**config.mk**
```make
export PLATFORM = sky130hd
export DESIGN_NAME = mode_cmd_decoder
export DESIGN_NICKNAME = d
export VERILOG_FILES = /design/src/rtl/mode_pkg.sv /design/src/rtl/mode_cmd_decoder.sv
export SDC_FILE = /design/constraint.sdc
export NUM_CORES = 1
export LEC_CHECK = 0
export CAP_MARGIN = 10
export CORE_AREA = 2 2 67 69
export DETAILED_ROUTE_END_ITERATION = 10
export DIE_AREA = 0 0 69 71
export HOLD_SLACK_MARGIN = 0.12
export PLACE_DENSITY_LB_ADDON = 0.15
export RECOVER_POWER = 100
export SETUP_SLACK_MARGIN = 0.1
export SLEW_MARGIN = 25
export SYNTH_ARGS = -nofsm -noshare
export SYNTH_HDL_FRONTEND = slang
export SYNTH_SLANG_ARGS = --single-unit
```
**constraint.sdc**
```tcl
create_clock -name clk -period 5.3 [get_ports clk]
set_input_delay 1.59 -clock clk [delete_from_list [all_inputs] [get_ports clk]]
set_output_delay 1.59 -clock clk [all_outputs]
set_load 0.01 [all_outputs]
```
**src/rtl/mode_pkg.sv**
```systemverilog
// Shared definitions for the mode command path: the decoder FSM encoding,
// frame constants, and the mode width that mode_selector also uses.
package mode_pkg;

    // Width of the mode value handed to mode_selector.
    localparam int MODE_W = 2;

    // Frame constants used as parameter defaults by the decoder.
    localparam logic [7:0] SYNC_BYTE_DEFAULT = 8'hA5;
    localparam logic [3:0] OPCODE_DEFAULT    = 4'h1;

    // Decoder states.
    typedef enum logic [2:0] {
        IDLE   = 3'd0,
        CMD    = 3'd1,
        CHK    = 3'd2,
        SETUP  = 3'd3,
        STROBE = 3'd4,
        HOLD   = 3'd5
    } state_t;

    // States in which the decoder is driving or protecting a select pulse.
    function automatic logic is_busy_state(input state_t s);
        return (s == SETUP) || (s == STROBE) || (s == HOLD);
    endfunction

    // States in which a frame is partially received and the inter-byte
    // timeout is armed.
    function automatic logic is_frame_state(input state_t s);
        return (s == CMD) || (s == CHK);
    endfunction

endpackage

```
**src/rtl/mode_cmd_decoder.sv**
```systemverilog
// SET_MODE frame parser feeding mode_selector.
// Frame: SYNC_BYTE, command (OPCODE in [7:4], zero in [3:2], mode in [1:0]),
// checksum (SYNC_BYTE ^ command). A good frame updates mode_input, then
// raises select for STROBE_LEN cycles with mode_input stable one cycle
// before, during, and one cycle after the pulse.
module mode_cmd_decoder
    import mode_pkg::*;
#(
    parameter logic [7:0] SYNC_BYTE      = SYNC_BYTE_DEFAULT,
    parameter logic [3:0] OPCODE         = OPCODE_DEFAULT,
    parameter int         STROBE_LEN     = 4,
    parameter int         TIMEOUT_CYCLES = 1000000
) (
    input  logic              clk,
    input  logic              reset,
    input  logic [7:0]        rx_data,
    input  logic              rx_valid,
    output logic              rx_ready,
    output logic [MODE_W-1:0] mode_input,
    output logic              select,
    output logic              busy,
    output logic              frame_err,
    output logic              timeout_err,
    output logic [7:0]        err_count
);

    // Timeout counter never stores TIMEOUT_CYCLES itself (the limit is acted
    // on as it is reached), but it is sized to hold it.
    localparam int TO_W = $clog2(TIMEOUT_CYCLES + 1);
    localparam logic [TO_W-1:0] TO_LAST = TO_W'(TIMEOUT_CYCLES - 1);

    // Strobe counter runs 0 .. STROBE_LEN-1 while in STROBE.
    localparam int SC_W = (STROBE_LEN > 1) ? $clog2(STROBE_LEN) : 1;
    localparam logic [SC_W-1:0] SC_LAST = SC_W'(STROBE_LEN - 1);

    // Registered state.
    state_t            state_q;
    logic [7:0]        cmd_q;
    logic [TO_W-1:0]   to_cnt_q;
    logic [SC_W-1:0]   sc_cnt_q;

    // Next-state values.
    state_t            state_d;
    logic [7:0]        cmd_d;
    logic [TO_W-1:0]   to_cnt_d;
    logic [SC_W-1:0]   sc_cnt_d;
    logic [MODE_W-1:0] mode_d;
    logic              select_d;
    logic              busy_d;
    logic              frame_err_d;
    logic              timeout_err_d;
    logic [7:0]        err_count_d;

    logic              accept;
    logic              cmd_ok;
    logic              chk_ok;
    logic              timeout_hit;

    // rx_ready is the only combinational output: a pure decode of state.
    assign rx_ready = (state_q == IDLE) || (state_q == CMD) || (state_q == CHK);
    assign accept   = rx_valid && rx_ready;

    // Frame field checks against the incoming byte.
    assign cmd_ok = (rx_data[7:4] == OPCODE) && (rx_data[3:2] == 2'b00);
    assign chk_ok = (rx_data == (SYNC_BYTE ^ cmd_q));

    // An accepted byte on the limit edge wins over the timeout.
    assign timeout_hit = is_frame_state(state_q) && !accept && (to_cnt_q == TO_LAST);

    // Next-state and next-output decode.
    // NOTE: every signal assigned here gets a default first, so no path can
    // leave one unassigned and infer a latch.
    always_comb begin
        state_d       = state_q;
        cmd_d         = cmd_q;
        to_cnt_d      = '0;
        sc_cnt_d      = '0;
        mode_d        = mode_input;
        select_d      = select;
        frame_err_d   = 1'b0;
        timeout_err_d = 1'b0;

        unique case (state_q)
            IDLE: begin
                // Non-sync bytes are dropped without an error.
                if (accept && (rx_data == SYNC_BYTE)) begin
                    state_d = CMD;
                end
            end

            CMD: begin
                if (accept) begin
                    cmd_d = rx_data;
                    if (cmd_ok) begin
                        state_d = CHK;
                    end else begin
                        frame_err_d = 1'b1;
                        state_d     = IDLE;
                    end
                end else if (timeout_hit) begin
                    timeout_err_d = 1'b1;
                    state_d       = IDLE;
                end else begin
                    to_cnt_d = to_cnt_q + TO_W'(1);
                end
            end

            CHK: begin
                if (accept) begin
                    if (chk_ok) begin
                        mode_d  = cmd_q[MODE_W-1:0];
                        state_d = SETUP;
                    end else begin
                        frame_err_d = 1'b1;
                        state_d     = IDLE;
                    end
                end else if (timeout_hit) begin
                    timeout_err_d = 1'b1;
                    state_d       = IDLE;
                end else begin
                    to_cnt_d = to_cnt_q + TO_W'(1);
                end
            end

            // mode_input settled last edge; raise select now.
            SETUP: begin
                select_d = 1'b1;
                state_d  = STROBE;
            end

            STROBE: begin
                if (sc_cnt_q == SC_LAST) begin
                    select_d = 1'b0;
                    state_d  = HOLD;
                end else begin
                    sc_cnt_d = sc_cnt_q + SC_W'(1);
                end
            end

            // One quiet cycle after select falls before the next frame.
            HOLD: begin
                state_d = IDLE;
            end

            default: begin
                state_d = IDLE;
            end
        endcase

        busy_d = is_busy_state(state_d);

        // frame_err and timeout_err never coincide, so one increment suffices.
        if ((frame_err_d || timeout_err_d) && (err_count != 8'hFF)) begin
            err_count_d = err_count + 8'd1;
        end else begin
            err_count_d = err_count;
        end
    end

    // State and registered-output update; reset aborts any frame or strobe.
    // NOTE: sequential state uses non-blocking assignments so every register
    // samples the pre-edge values computed above.
    always_ff @(posedge clk or negedge reset) begin
        if (!reset) begin
            state_q     <= IDLE;
            cmd_q       <= '0;
            to_cnt_q    <= '0;
            sc_cnt_q    <= '0;
            mode_input  <= '0;
            select      <= 1'b0;
            busy        <= 1'b0;
            frame_err   <= 1'b0;
            timeout_err <= 1'b0;
            err_count   <= '0;
        end else begin
            state_q     <= state_d;
            cmd_q       <= cmd_d;
            to_cnt_q    <= to_cnt_d;
            sc_cnt_q    <= sc_cnt_d;
            mode_input  <= mode_d;
            select      <= select_d;
            busy        <= busy_d;
            frame_err   <= frame_err_d;
            timeout_err <= timeout_err_d;
            err_count   <= err_count_d;
        end
    end

endmodule

```
Yosys cells after proc, flatten, opt, wreduce, memory -nomap -nowiden

Index checks and enable logic that the tools add are counted.

Muxes and demuxes: 23
Add/sub/neg operators: 3
Bitwise logic cells: 1
Reduce and logical (&&, ||, !) cells: 20
Equality and inequality tests: 14

Operator list:

| kind                                                 | number |
|---|---|
| two-way mux 20 bit                                   | 3 |
| adder 20 x 1 -> 20 bit (second input constant)       | 1 |
| equality test 20 bit (second input constant)         | 1 |
| two-way mux 3 bit                                    | 5 |
| one-hot mux 3 bit (5 select lines)                   | 1 |
| equality test 3 x 2 -> 1 bit (second input constant) | 3 |
| equality test 3 bit (second input constant)          | 3 |
| adder 8 x 1 -> 8 bit (second input constant)         | 1 |
| equality test 8 bit                                  | 1 |
| equality test 8 bit (second input constant)          | 1 |
| two-way mux 1 bit                                    | 8 |
| two-way mux 2 bit                                    | 4 |
| != test 8 bit (second input constant)                | 1 |
| logical AND 1 bit                                    | 6 |
| logical OR 1 bit                                     | 6 |
| equality test 4 x 1 -> 1 bit (second input constant) | 1 |
| inverter 4 bit                                       | 1 |
| one-hot mux 1 bit (2 select lines)                   | 2 |
| AND reduction 2 bit                                  | 2 |
| equality test 3 x 1 -> 1 bit (second input constant) | 1 |
| logical NOT 3 bit                                    | 1 |
| AND reduction 3 bit                                  | 1 |
| adder 2 x 1 -> 2 bit (second input constant)         | 1 |
| equality test 2 bit (second input constant)          | 1 |
| 5 further kinds                                      | 5 |

Input port bits: 11
Output and inout bits: 15
Logic and storage cells: 71
Register bits after elaboration: 47

Depth between registers and ports, before layout

Gate-level depths: netlist of run 1.

Word-level depth: 13
Gate-level depth with buffers: 7
Depth with buffers taken out: 6

Worst setup path after synthesis of run 1

OpenSTA, ideal clock, no wires.

Path type: in2reg
Start point: input rx_data[2]
End point: register err_count[2]
Path slack: 2.298 ns
Data required time: 5.179 ns
Buffers on the path: 0
Data arrival time: 2.881 ns
Library setup time: 0.121 ns
Stages on the path: 5
Path through: nor4b_1 a311o_2 o32ai_4 or2_2 a22o_1

Longest elaborated chain between the ends: 7
Elaborated cells on any way between the ends: 10
Those cells by class: eq/ne (1); mux (5); reduce/logical (4)

RTL lines:

| what                                                        | RTL line                | source |
|---|---|---|
| from (decl)                                                 | mode_cmd_decoder.sv:16  | `input logic [7:0] rx_data,` |
| branches (longest 4 deep; another with equality test 8 bit) | -                       |  |
| one-hot mux 1 bit (2 select lines) *                        | mode_cmd_decoder.sv:83  | `unique case (state_q)` |
| logical OR 1 bit *                                          | mode_cmd_decoder.sv:153 | `if ((frame_err_d \|\| timeout_err_d) && (err_count != 8'hFF)) begin` |
| logical AND 1 bit *                                         | mode_cmd_decoder.sv:153 |  |
| to (signal assigned)                                        | mode_cmd_decoder.sv:185 | `err_count <= err_count_d;` |
| to (decl)                                                   | mode_cmd_decoder.sv:24  | `output logic [7:0] err_count` |

Mark *: on every way between the ends.
A chain may end at the register's enable or synchronous reset.

Worst setup path in the final report of run 1

Start point: input rx_valid
End point: register err_count[1]

Longest elaborated chain between the ends: 9
Elaborated cells on any way between the ends: 12
Those cells by class: mux (6); reduce/logical (6)

RTL lines:

| what                           | RTL line                                         | source |
|---|---|---|
| from (decl)                    | mode_cmd_decoder.sv:17                           | `input logic rx_valid,` |
| logical AND 1 bit *            | mode_cmd_decoder.sv:61                           | `assign accept = rx_valid && rx_ready;` |
| logical NOT 1 bit              | mode_cmd_decoder.sv:68                           | `assign timeout_hit = is_frame_state(state_q) && !accept && (to_cnt_q == TO_LAST);` |
| logical AND 1 bit (2 in a row) | mode_cmd_decoder.sv:68                           |  |
| two-way mux 1 bit              | mode_cmd_decoder.sv:100, mode_cmd_decoder.sv:117 |  |
| two-way mux 1 bit              | mode_cmd_decoder.sv:109                          | `if (accept) begin` |
| two-way mux 1 bit              | -                                                |  |
| logical OR 1 bit *             | mode_cmd_decoder.sv:153                          |  |
| logical AND 1 bit *            | mode_cmd_decoder.sv:153                          |  |

Every way passes the cells marked *; elsewhere a longest branch is shown, timed or not.

==> results.toml, run 1 <==
[timing]
finalSetupTns_ps = 0
fin_hold_ws_ps = 445
slew_violations = 48
finalSetupViolCount = 0
tightest_slew_ps = 2440
timing_hold_violations_final = 0
grt_setup_unrepaired = "no"
fin_crit_sh_pct = 70.2
relSlewSlack_pct = -62.9
max_freq_ghz = 0.269
period_needed_ps = 3720
skew_ps = 9.65

[synth]
yosysSeqAreaShare_pct = 49.3
yosysTopAreaCellShare_pct = 49.3
netlist_top_cells_count = "dfrtp_1, nor2_1, nand2_1, xor2_1, xnor2_1"
synth_warnings = 0
ys.flop_type = "dfrtp_1"
avgSynthCellArea_um2 = 10.8
syn_nets = 235
synth_area_leaders = "dfrtp_1, xor2_1, mux2_2"
ys_ff_latch = 47
netlist_area_um2 = 2390
async_reset_ff_share_pct = 100
syn_inst = 221
synth-edff-count = 0
yosys.cell_count.top_type = "dfrtp_1"
synth_top_area_cell = "dfrtp_1"
synth_cell_type_count = 47

[route]
drtIter0Drc = 88
ant_nets = 0
via_per_inst = 5.65
wire_per_inst_um = 14.5
routed_wl_mm = 4.39
top_layer = "met4"
vias = 1706
wl_met1_mm = 1.99
firstDrtPassIters = 4
drc = 0
route.met2.wl_mm = 2.21
wl_met3_um = 112

[floorplan]
core_area_um2 = 4200
dieArea_um2 = 4900
rows = 24
die_h_um = 71
die_w_um = 69
initial_utilization_pct = 56.8
ioPinCount = 26

[clock_tree]
clock_path_buffers = 2
holdBufCountCts = 0
cts_setup_buffers = 0
cts-root-buf = "clkbuf_8"
clock_latency_ps = 300
cts_resized = 0
cts_tree = "done"
cts_sinks = 47
numCtsBuffers = 5
path_clk_slew_ps = 80
htree_levels = 2

[global_route]
grt_use_total_pct = 19.2
antenna_found_initial = 0
grt-ovfl-total = 0
grt_max_degree = 48
grt_pass1_vias = 1689
grt_pass1_wl_mm = 7.57

[power_and_ir_drop]
total_power_uw = 859
vdd_drop_max_v = 0.000233
leakage_nw = 1.16
powerDensity_nw_per_um2 = 312

[hold_path]
hp-start = "sc_cnt_q[0]$_DFF_PN0_"
min_path_type = "reg2reg"
min_path_cells = 1
hold_end = "sc_cnt_q[0]$_DFF_PN0_"

[setup_path]
r2r_end = "err_count[1]$_DFFE_PN0P_"
crit_required_ps = 5490
arrival_ps = 3910
worst-path-max-fanout = 5
setup.worst_path.end_class = "flop"
r2r_cells = 5
crit_type = "in2reg"
rrSetupSlack_ps = 2870
crit_path_start_kind = "primary input"
cp-startpoint = "rx_valid"
r2r_start = "state_q[0]$_DFF_PN0_"

[finish]
area_growth_pct = 15.2
fill_cells = 354
finish.utilization_pct = 65.4
multi_input_comb_area_um2 = 1120
antenna_cells = 0
regArea_um2 = 1180
drive_gt1_share_pct = 9.20
fin_nets = 263

[status]
violations = "max-capacitance violations, max-slew violations"
status = "finished with violations"

[placed_design]
place_hpwl_mm = 3.06
portBuffers = 25
finalWeightedCongestion = 0.806

[flow_run]
max-cap-violations = 1
==> registers in the layout, summed over array words and instances (netlist names) <==
name / count
sc_cnt_q: 2
select: 1
cmd_q: 8
state_q: 3
busy: 1
timeout_err: 1
to_cnt_q: 20
err_count: 8
mode_input: 2
frame_err: 1
==> per-layer routing <==
layer	up-vias	track usage [%]
met5	-	0
met4	0	7.19
met3	7	3.42
met2	31	32.6
met1	829	24.7
li1	839	-
==> through the flow <==
| stage | worst slack, ps | instance area (µm²) | std cells |
|---|---|---|---|
| CTS | 1940 | 2800 | 302 |
| finish | 1580 | 2750 | 302 |
| floorplan | 2300 | 2390 | 221 |
| global placement | 1670 | 2670 | 294 |
| detailed placement | 1620 | 2670 | 294 |
| global route | 1220 | 2750 | 302 |
==> critical path, stage by stage <==
cell           delay [ps]
dlygate4sd3_1         620
or3_1                 430
o32ai_1               660
o21ai_0               280
mux2_2                320
==> cell usage in the layout, fill, tap and decap left out, types with 2 or more instances in the layout <==
| cell | count |
|---|---|
| a21oi_1 | 5 |
| a221oi_1 | 3 |
| and3_1 | 6 |
| and4_1 | 3 |
| bufinv_16 | 2 |
| clkbuf_1 | 3 |
| clkbuf_8 | 5 |
| clkdlybuf4s50_1 | 7 |
| dfrtp_1 | 47 |
| dlygate4sd3_1 | 17 |
| ha_1 | 3 |
| inv_1 | 3 |
| mux2_1 | 2 |
| mux2_2 | 11 |
| nand2_1 | 16 |
| nand2b_1 | 3 |
| nand3_1 | 11 |
| nand4_1 | 7 |
| nor2_1 | 28 |
| nor2b_1 | 4 |
| nor3_1 | 8 |
| nor4b_1 | 3 |
| o211ai_1 | 2 |
| o21ai_0 | 3 |
| or3_1 | 2 |
| xnor2_1 | 12 |
| xor2_1 | 16 |
==> area by class of cell <==
class	count	share of cell area, %
Inverter	3	0.409
Clock inverter	2	2.18
Tap cell	52	2.37
Multi-Input combinational cell	166	40.6
Clock buffer	6	2.64
Sequential cell	47	42.8
Timing Repair Buffer	26	9.01
==> kinds of logic (layout without fill, tap and decap cells) <==
kind of cell	count (synthesis)	in the layout	synth area share, %
multiplexers	13	13	6.29
XOR/XNOR	28	28	10.3
AND/OR/NAND/NOR	98	98	22.2
adder cells (fa/ha/maj)	3	3	1.57
buffers and inverters	8	37	1.94
AO/OA/AOI/OAI	24	24	8.49
flip-flops	47	47	49.3
==> how the worst max path moves through the flow <==
stage | to | depth (start not counted) | slack (ps)
3_5_place_dp | err_count[2]$_DFFE_PN0P_ | 6 | 1620
3_3_place_gp | err_count[2]$_DFFE_PN0P_ | 6 | 1670
6_report | err_count[1]$_DFFE_PN0P_ | 5 | 1580
2_1_floorplan | err_count[2]$_DFFE_PN0P_ | 5 | 2300
5_1_grt | frame_err$_DFF_PN0_ | 1 | 1220
4_1_cts | err_count[2]$_DFFE_PN0P_ | 6 | 1940
==> where the power goes <==
group          internal (mW)  switching (mW)
registers              0.384          0.0333
clock network          0.189           0.120
logic                 0.0694          0.0649
total                  0.642           0.218
Power figures use the tool's default switching activity.
==> run 2: changes to the inputs <==
Settings changed: CORE_AREA 2 2 67 69 to 2 2 69 71, DIE_AREA 0 0 69 71 to 0 0 71 73.
Clock period 5.3 ns to 3.85 ns, I/O delays scaled along.
==> run 2 against run 1 <==
Compared with the run above: non-clock buffer count is the same; die area up 5.8%; flip-flop and latch count is the same; highest routed layer unchanged; global-route usage shrank 1.1 points; largest cell class unchanged; the flow still finishes with violations (max-capacitance violations, max-slew violations); count of clock-buffer cells in the layout up 2; cell area decreased by 1.1%; sequential share of layout area rose by 0.47 points; combinational power grew 37%; first-iteration DRC count is 28% higher; setup slack got worse by 970 ps; via count shrank 1.3%; critical path type unchanged.
==> results.toml, run 2 (same netlist as run 1, synthesis figures left out) <==
[flow_run]
max-cap-violations = 1

[setup_path]
crit_required_ps = 4030
critPathMaxStageDelay_ps = 600
arrival_ps = 3430
crit_path_start_kind = "primary input"
crit_buf_inv = 1
setup.worst_path.end_class = "flop"
crit_type = "in2reg"
cp_slowest_cell = "dlygate4sd3_1"
worst-path-max-fanout = 6
path_cells = "dlygate4sd3_1 -> nor4b_1 -> a311o_1 -> o32ai_1 -> o21ai_0 -> mux2_2"
cp_top_family = "compound AO/OA/AOI/OAI gates"

[timing]
period_needed_ps = 3240
slew_violations = 48
finalSetupTns_ps = 0
timing_hold_violations_final = 0
fin_crit_sh_pct = 84.2
grt_setup_unrepaired = "no"
tightest_slew_ps = 2400
setup_slack_ps = 609
relSlewSlack_pct = -60.2
finalSetupViolCount = 0
max_freq_ghz = 0.309
skew_ps = 5.09

[clock_tree]
cts_setup_buffers = 0
cts_resized = 0
cts-root-buf = "clkbuf_8"
numCtsBuffers = 5
holdBufCountCts = 0
clock_latency_ps = 290
htree_levels = 2
clock_path_buffers = 2
cts_sinks = 47
path_clk_slew_ps = 80
cts_tree = "done"

[floorplan]
dieArea_um2 = 5180
rows = 25
ioPinCount = 26
initial_utilization_pct = 52.6
die_h_um = 73
core_area_um2 = 4540
die_w_um = 71

[route]
via_per_inst = 5.54
firstDrtPassIters = 4
routed_wl_mm = 4.22
wire_per_inst_um = 13.9
ant_nets = 0
drc = 0
vias = 1684
drtIter0Drc = 113

[placed_design]
place_worst_setup_slack_ps = 606
placed_area_um2 = 2670
portBuffers = 25
finalWeightedCongestion = 0.794
place_hpwl_mm = 3.04

[global_route]
grt-ovfl-total = 0
grt_use_total_pct = 18.1
antenna_found_initial = 0
grt_pass1_wl_mm = 7.39
grt_pass1_vias = 1653
grt_max_degree = 48

[finish]
fill_cells = 390
area_growth_pct = 13.9
antenna_cells = 0
final_cell_mix = "dfrtp_1, nor2_1, dlygate4sd3_1, nand2_1, xor2_1"
largestRegisters = "to_cnt_q x20, cmd_q x8, err_count x8"
regMostFlops = "to_cnt_q"
drive_gt1_share_pct = 9.20
final_common_cell = "dfrtp_1"
finish.utilization_pct = 60.0
post-route-cell-area_um2 = 2720
fin_nets = 263
largest_reg_flops = 20

[power_and_ir_drop]
leakage_nw = 1.15
powerDensity_nw_per_um2 = 395
vdd_drop_max_v = 0.000281

[status]
status = "finished with violations"
violations = "max-capacitance violations, max-slew violations"

[hold_path]
min_path_type = "reg2reg"
==> run 2: cell count changes in the layout (fill, tap and decap cells not counted) <==
cell	previous run	this run
bufinv_16	2	0
clkbuf_8	5	7
==> run 2: routing by layer <==
| layer | routed length (µm) | global-route usage [%] | vias up |
|---|---|---|---|
| met2 | 2090 | 31.3 | 22 |
| met5 | 0 | 0 | - |
| met1 | 1940 | 22.9 | 814 |
| met3 | 131 | 4.14 | 6 |
| met4 | 50 | 5.03 | 0 |
| li1 | - | - | 842 |
==> run 2: power breakdown <==
group / switching [mW] / leakage, nW / internal [mW] / total (mW)
clock: 0.156 / 0.0515 / 0.164 / 0.320
sequential: 0.0442 / 0.632 / 0.528 / 0.572
combinational: 0.0875 / 0.466 / 0.0954 / 0.183
==> run 2: worst paths after layout <==
| check | depth (start not counted) | slack, ps | start | to |
|---|---|---|---|---|
| min | 1 | 450 | sc_cnt_q[0]$_DFF_PN0_ | sc_cnt_q[0]$_DFF_PN0_ |
| max reg2reg | 5 | 1500 | state_q[0]$_DFF_PN0_ | err_count[1]$_DFFE_PN0P_ |
| min reg2reg | 1 | 450 | sc_cnt_q[0]$_DFF_PN0_ | sc_cnt_q[0]$_DFF_PN0_ |
| min in group asynchronous | 1 | 1590 | reset | to_cnt_q[16]$_DFF_PN0_ |
| max | 6 | 610 | rx_data[4] | err_count[1]$_DFFE_PN0P_ |
| max in group asynchronous | 1 | 910 | reset | cmd_q[7]$_DFFE_PN0P_ |
==> run 2: per-stage QoR <==
stage               hold WS, ps  power (mW)  cells
floorplan                   413       0.683    221
global placement            432       0.788    296
detailed placement          440       0.787    296
CTS                         452        1.12    304
global route                498        1.13    304
finish                      452        1.07    304
==> run 2: cell type report <==
cell class / count / area [µm²] / share of cell area [%]
Tap cell: 54 / 67.6 / 2.48
Multi-Input combinational cell: 166 / 1120 / 41.1
Inverter: 3 / 11.3 / 0.414
Timing Repair Buffer: 26 / 248 / 9.11
Sequential cell: 47 / 1180 / 43.2
Clock buffer: 8 / 100 / 3.68
==> run 3: changes to the inputs <==
Settings changed: CORE_AREA 2 2 69 71 to 2 2 73 75, DIE_AREA 0 0 71 73 to 0 0 75 77.
Clock period 3.85 ns to 2.9 ns, I/O delays scaled along.
==> run 3 against run 2 <==
Compared with the run above: the run now ends clean; core utilization fell by 3.6 points; wire length rose by 5.8%; clock power rose by 24%; final cell count rose by 8.2%; count of clock-buffer cells in the layout fell by 2; combinational power rose by 39%; critical endpoint is now err_count[4]$_DFFE_PN0P_; highest routed layer unchanged.
==> results.toml, run 3 (same netlist as run 1, synthesis figures left out) <==
[setup_path]
crit_buf_inv = 1
critPathMaxStageDelay_ps = 550
crit_type = "in2reg"
r2r_start = "state_q[0]$_DFF_PN0_"
cp_slowest_cell = "dlygate4sd3_1"
arrival_ps = 2900
path_cells = "dlygate4sd3_1 -> nor4b_1 -> a311o_2 -> o32ai_2 -> o2111ai_1 -> mux2_4"
crit_path_start_kind = "primary input"
setup.worst_path.end_class = "flop"
cp_top_family = "compound AO/OA/AOI/OAI gates"
crit_required_ps = 3080
worst-path-max-fanout = 5
cp-startpoint = "rx_data[2]"

[route]
drtIter0Drc = 64
routed_wl_mm = 4.46
ant_nets = 0
drc = 0
wire_per_inst_um = 13.6
vias = 1740
firstDrtPassIters = 5
via_per_inst = 5.29

[timing]
relSlewSlack_pct = 24.7
fin_hold_ws_ps = 446
finalSetupViolCount = 0
tightest_slew_ps = 1130
period_needed_ps = 2720
fin_crit_sh_pct = 93.8
slew_violations = 0
max_freq_ghz = 0.368
finalSetupTns_ps = 0
skew_ps = 8.96
setup_slack_ps = 180
timing_hold_violations_final = 0
grt_setup_unrepaired = "no"

[clock_tree]
path_clk_slew_ps = 80
htree_levels = 2
cts_sinks = 47
numCtsBuffers = 5
holdBufCountCts = 0
cts-root-buf = "clkbuf_8"
cts_setup_buffers = 0
clock_path_buffers = 2
cts_resized = 0
clock_latency_ps = 300
cts_tree = "done"

[status]
status = "finished clean"

[global_route]
grt_pass1_vias = 1707
grt_max_degree = 48
grt-ovfl-total = 0
grt_use_total_pct = 17.1
antenna_found_initial = 0
grt_pass1_wl_mm = 7.73

[flow_run]
max-cap-violations = 0

[placed_design]
portBuffers = 25
place_worst_setup_slack_ps = -13.2
dp.cells = 322
place_hpwl_mm = 3.19
finalWeightedCongestion = 0.797
placed_area_um2 = 2780

[finish]
final_common_cell = "dfrtp_1"
regMostFlops = "to_cnt_q"
area_growth_pct = 17.5
final_cell_mix = "dfrtp_1, nor2_1, dlygate4sd3_1, nand2_1, xor2_1"
antenna_cells = 0
largest_reg_flops = 20
largestRegisters = "to_cnt_q x20, cmd_q x8, err_count x8"
drive_gt1_share_pct = 13.9
fin_nets = 273
fill_cells = 455
finish.utilization_pct = 56.4
post-route-cell-area_um2 = 2810
stdcell_count = 329

[floorplan]
dieArea_um2 = 5780
die_h_um = 77
core_area_um2 = 4980
rows = 26
ioPinCount = 26
die_w_um = 75
initial_utilization_pct = 48.0

[power_and_ir_drop]
powerDensity_nw_per_um2 = 504
leakage_nw = 1.20
vdd_drop_max_v = 0.000310
total_power_mw = 1.41

[hold_path]
hp-start = "sc_cnt_q[0]$_DFF_PN0_"
min_path_type = "reg2reg"
## run 3: worst paths after layout
check	endpoint	slack, ps	cells past startpoint
min in group asynchronous	to_cnt_q[15]$_DFF_PN0_	860	2
worst min-delay path	sc_cnt_q[0]$_DFF_PN0_	450	1
max in group asynchronous	frame_err$_DFF_PN0_	1340	2
worst min register to register	sc_cnt_q[0]$_DFF_PN0_	450	1
worst max register to register	err_count[4]$_DFFE_PN0P_	780	5
worst max-delay path	err_count[4]$_DFFE_PN0P_	180	6
## run 3: cell type report
| type | instances | area, µm² | share of cell area (%) |
|---|---|---|---|
| multi-input cells | 166 | 1130 | 40.2 |
| repair buffers | 36 | 315 | 11.2 |
| inverters | 3 | 11.3 | 0.401 |
| clock buffers | 6 | 82.6 | 2.94 |
| flip-flops and latches | 47 | 1180 | 41.9 |
| clock inverters | 1 | 5.00 | 0.178 |
| well taps | 70 | 87.6 | 3.12 |
## run 3: power by group
part | leakage (nW) | switching (mW) | total, mW | internal [mW]
Sequential | 0.632 | 0.0623 | 0.763 | 0.701
Combinational | 0.520 | 0.118 | 0.255 | 0.137
Clock | 0.0470 | 0.208 | 0.396 | 0.187
## run 3: routing by layer
metal,global-route usage (%),routed length [µm],vias to the layer above
met2,27.8,2140,32
li1,-,-,861
met3,4.47,153,4
met1,22.1,2130,843
met4,4.82,41,0
met5,0,0,-
